[src/rtl/rename_pkg.sv]
// rtl/rename_pkg.sv - shared rename constants and register index types
package rename_pkg;

  localparam int NUM_ARCH = 32;
  localparam int NUM_PHYS = 64;
  localparam int FL_DEPTH = NUM_PHYS - NUM_ARCH;

  localparam int ARCH_W   = 5;
  localparam int PHYS_W   = 6;
  localparam int FL_PTR_W = 5;
  localparam int FL_CNT_W = 6;

  typedef logic [ARCH_W-1:0] arch_reg_t;
  typedef logic [PHYS_W-1:0] phys_reg_t;

endpackage

[src/rtl/rename_free_list.sv]
// rtl/rename_free_list.sv - circular FIFO of free physical registers
// The caller gates pop/push; this block does not protect against underflow or overflow.
module rename_free_list
  import rename_pkg::*;
(
  input  logic      clk,
  input  logic      reset_n,
  input  logic      pop_i,
  input  logic      push_i,
  input  phys_reg_t push_data_i,
  output phys_reg_t head_data_o,
  output logic      empty_o,
  output logic      full_o
);

  logic [FL_PTR_W-1:0] head_q, head_d;
  logic [FL_PTR_W-1:0] tail_q, tail_d;
  logic [FL_CNT_W-1:0] count_q, count_d;
  phys_reg_t           mem_q [FL_DEPTH];

  // Pointers are FL_PTR_W bits wide and FL_DEPTH is 2**FL_PTR_W, so they wrap naturally.
  always_comb begin
    head_d  = head_q;
    tail_d  = tail_q;
    count_d = count_q;
    if (pop_i) head_d = head_q + FL_PTR_W'(1);
    if (push_i) tail_d = tail_q + FL_PTR_W'(1);
    case ({push_i, pop_i})
      2'b10:   count_d = count_q + FL_CNT_W'(1);
      2'b01:   count_d = count_q - FL_CNT_W'(1);
      default: count_d = count_q;
    endcase
  end

  always_ff @(posedge clk or negedge reset_n) begin
    if (!reset_n) begin
      head_q  <= '0;
      tail_q  <= '0;
      count_q <= FL_CNT_W'(FL_DEPTH);
      for (int i = 0; i < FL_DEPTH; i++) begin
        mem_q[i] <= phys_reg_t'(NUM_ARCH + i);
      end
    end else begin
      head_q  <= head_d;
      tail_q  <= tail_d;
      count_q <= count_d;
      if (push_i) mem_q[tail_q] <= push_data_i;
    end
  end

  assign head_data_o = mem_q[head_q];
  assign empty_o     = (count_q == '0);
  assign full_o      = (count_q == FL_CNT_W'(FL_DEPTH));

endmodule

[src/rtl/reg_rename_unit.sv]
// rtl/reg_rename_unit.sv - RAT lookup/update and free-list allocation for the rename stage
// Optional: RENAME_X0_FIXED_EN pins architectural x0 to physical register 0.
module reg_rename_unit
  import rename_pkg::*;
(
  input  logic      clk,
  input  logic      reset_n,
  input  arch_reg_t rd,
  input  arch_reg_t rs1,
  input  arch_reg_t rs2,
  input  logic      issue_valid,
  input  logic      retire_valid,
  input  phys_reg_t retire_phys_reg,
  output phys_reg_t phys_rd,
  output phys_reg_t phys_rs1,
  output phys_reg_t phys_rs2,
  output phys_reg_t old_phys_rd,
  output logic      free_list_empty
);

  phys_reg_t rat_q [NUM_ARCH];
  phys_reg_t fl_head;
  logic      fl_empty;
  logic      fl_full;
  logic      rd_fixed;
  logic      rename_fire;
  logic      fl_push;

`ifdef RENAME_X0_FIXED_EN
  assign rd_fixed = (rd == '0);
`else
  assign rd_fixed = 1'b0;
`endif

  assign rename_fire = issue_valid && !rd_fixed && !fl_empty;
  // A retire into a full list is still accepted when an issue pops in the same cycle.
  assign fl_push     = retire_valid && (!fl_full || rename_fire);

  rename_free_list u_free_list (
    .clk         (clk),
    .reset_n     (reset_n),
    .pop_i       (rename_fire),
    .push_i      (fl_push),
    .push_data_i (retire_phys_reg),
    .head_data_o (fl_head),
    .empty_o     (fl_empty),
    .full_o      (fl_full)
  );

  always_ff @(posedge clk or negedge reset_n) begin
    if (!reset_n) begin
      for (int i = 0; i < NUM_ARCH; i++) begin
        rat_q[i] <= phys_reg_t'(i);
      end
    end else if (rename_fire) begin
      rat_q[rd] <= fl_head;
    end
  end

  assign phys_rs1        = rat_q[rs1];
  assign phys_rs2        = rat_q[rs2];
  assign old_phys_rd     = rd_fixed ? '0 : rat_q[rd];
  assign phys_rd         = rd_fixed ? '0 : fl_head;
  assign free_list_empty = fl_empty;

endmodule

[config.mk]
export PLATFORM = sky130hd
export DESIGN_NAME = reg_rename_unit
export DESIGN_NICKNAME = d
export VERILOG_FILES = /design/src/rtl/rename_pkg.sv /design/src/rtl/rename_free_list.sv /design/src/rtl/reg_rename_unit.sv
export SDC_FILE = /design/constraint.sdc
export NUM_CORES = 1
export LEC_CHECK = 0
export BUFFER_PORTS_ARGS = -buffer_cell sky130_fd_sc_hd__buf_2
export CAP_MARGIN = 25
export CORE_AREA = 2 2 166 249
export CTS_CLUSTER_DIAMETER = 80
export DETAILED_ROUTE_END_ITERATION = 12
export DIE_AREA = 0 0 168 251
export PLACE_DENSITY = 0.71
export SYNTH_ARGS = -nofsm -noshare
export SYNTH_HDL_FRONTEND = slang
export SYNTH_SLANG_ARGS = --single-unit
[constraint.sdc]
create_clock -name clk -period 4.9 [get_ports clk]
set_clock_uncertainty 0.2 [all_clocks]
set_input_delay 0.98 -clock clk [delete_from_list [all_inputs] [get_ports clk]]
set_output_delay 0.98 -clock clk [all_outputs]
set_load 0.02 [all_outputs]
==> flow_summary.toml <==
[status]
status = "finished, final reports clean"

[setup_path]
r2r-end = "rat_q[123]"
crit_buf_inv = 2
crit_end = "phys_rd[3]"
cpPeakStageDelay_ps = 890
path_class = "register to primary output"
crit_path_start_kind = "register"
critPathSlowestCell = "dfrtp_2"
critPathCaptureType = "primary output"
startpoint = "u_free_list.head_q[0]"
cp_cell_sequence = "mux4_2 > a22o_1 > or4_1 > o31ai_4 > inv_2 > buf_2"
worstPathMaxFanout = 26
reg2reg_from = "u_free_list.head_q[0]"
cp_top_family = "flip-flops"
r2r_cells = 6
required_ps = 3720
worst_ep_arrival_time_ps = 3240
r2r_setup_slack_ps = 1230
path_depth = 6

[sta]
setup_viol = 0
whs_ps = 263.0
final_max_slew_viol_count = 0
hold_viol_final = 0
slew_headroom = 0.4086
tightest_slew_ps = 883.9
period_share = 0.9011
rsz0062_at_grt = "no"
post-route-min-period_ps = 4415
fin_tns_setup_ps = 0
fmax_mhz = 226.5

[logic_synthesis]
ys.flop_type = "dfrtp_1"
synth_area_leaders = "dfrtp_1 24%, dfstp_2 23%, mux4_2 19%"
synth_enable_flop_cells = 0
synth.top_cell.area_share = 0.2386
avgSynthCellArea_um2 = 13.21
ys_async_sr_fraction = 1.000
syn_nets = 1677
synth_area_leader_cell = "dfrtp_1"
synth_warnings = 0
netlist_instances = 1644
syn_area_um2 = 21710
ys_seq_elements = 400
ys_types = 51
ys_seq_area_frac = 0.4721

[routing]
vias = 14310
wirelength_mm = 58.01
wire_per_inst_um = 26.71
ant_nets = 0
firstDrtPassIters = 5
drt_first_iter_violations = 1237
drt-vias-per-instance = 6.586
drc_errors = 0

[clock_network]
holdBufCountCts = 0
clk_latency_ps = 550
clockBufferDepth = 3
cts.repair.resized = 0
htree_levels = 2
cts_tree = "yes"
cts_num_sinks = 400
numCtsBuffers = 41
root_buffer = "clkbuf_16"
cts_setup_buffers = 0
clk_pin_slew_ps = 60

[layout]
multi_input_area_um2 = 10760
drive_gt1_frac = 0.5048
nets = 1666
design_area_um2 = 23780
fillers = 3126
diodes = 0
seqCellArea_um2 = 10250
mostFrequentLayoutCell = "nand2_1"
layout.cells.non_filler = 2172
final_cell_mix = "235 x nand2_1, 209 x mux2_2, 204 x dfrtp_1, 193 x dfstp_2, 186 x mux4_2"
synthToLayoutAreaGrowth_pct = 9.519

[global_routing]
antenna_found_initial = 0
grt_pass1_wl_mm = 90.29
grt_pass1_vias = 14870
grt_start_max_net_pins = 99
grt.total_usage = 0.2835
overflow = 0

[place]
place_area_um2 = 22380
dp_hpwl_mm = 40.98
dp_cells = 2096
portBuffers = 49
gp_congestion = 0.9922

[floorplan]
initial_utilization = 0.5432
io_pins = 50
die_w_um = 168
fp.dieH_um = 251
die-area_um2 = 42170
row_count = 90
core_um2 = 39980

[power_and_ir_drop]
p_leak_nw = 9.625
peakVddDrop_mv = 0.3866
p_per_area_nw_per_um2 = 637.0
p_total_w = 0.01515

[worst_hold_path]
hp-class = "input port to async pin"

[run]
maxCapViolCount = 0
-- flip-flops by register name (all words and copies together), names as in the netlist --
signal and cells:
rat_q 192, u_free_list.count_q 6, u_free_list.head_q 5, u_free_list.mem_q 192, u_free_list.tail_q 5
-- cells in the mapped netlist, types with 5 or more instances --
library cell and count:
mux4_2 186, buf_2 24, mux2i_1 60, nand3b_1 7, ha_1 8, o21ai_2 76, a21oi_1 6, a211o_1 5
o21ai_0 41, o22ai_1 21, or3b_2 5, o21ai_1 85, buf_6 7, nand3_1 10, buf_8 7, dfrtp_1 207
clkbuf_1 87, a22oi_1 25, nor2_1 45, nand4_1 7, a22o_1 6, inv_1 7, buf_1 14, nor3b_1 6
mux2_2 209, nand2_1 235, xnor2_1 7, dfstp_2 193, xor2_1 7
-- metal layers --
layer | share of wire | track usage | routed length, um
met5 | 0 | 0 | 0
met4 | 0.074 | 0.1761 | 4297
met3 | 0.055 | 0.03763 | 3201
met2 | 0.52 | 0.4949 | 29980
met1 | 0.35 | 0.3315 | 20530
-- logic make-up after synthesis --
kind of cell	count (synthesis)	synth area share
flip-flops	400	0.4721
XOR/XNOR	14	0.005647
buffers and inverters	151	0.03371
adder cells (fa/ha/maj)	8	0.004610
AND/OR/NAND/NOR	337	0.06696
AO/OA/AOI/OAI	279	0.08799
multiplexers	455	0.3290
-- how the worst min path moves through the flow --
| stage | from | end | slack, ps |
|---|---|---|---|
| floorplan | rat_q[10] | rat_q[10] | 250 |
| global placement | rat_q[4] | rat_q[4] | 270 |
| detailed placement | rat_q[4] | rat_q[4] | 280 |
| CTS | rat_q[4] | rat_q[4] | 280 |
| global route | rat_q[158] | rat_q[158] | 300 |
| finish | reset_n | rat_q[59] | 260 |
-- cell type report --
type                       count  area share
clock buffer                  59     0.05062
clock inverter                17    0.008418
inverter                      11    0.001736
multi-input combinational   1093      0.4523
sequential                   400      0.4312
tap                          506     0.02662
timing repair buffer          86     0.02904
-- metrics by stage --
step	worst slack, ps	utilization
2_1_floorplan	856.5	-
3_3_place_gp	640.7	0.5598
3_5_place_dp	599.0	0.5598
4_1_cts	417.2	0.5949
5_1_grt	347.2	0.5949
6_report	484.7	0.5949
-- power by group --
part | total, W | internal [W] | leakage, nW | switching (W)
combinational | 0.00555 | 0.00257 | 4.22 | 0.00299
clock | 0.00324 | 0.00189 | 0.699 | 0.00136
sequential | 0.00635 | 0.00500 | 4.70 | 0.00136
total | 0.0151 | 0.00945 | 9.62 | 0.00570
Note: power is estimated with default switching activity, not from simulation.
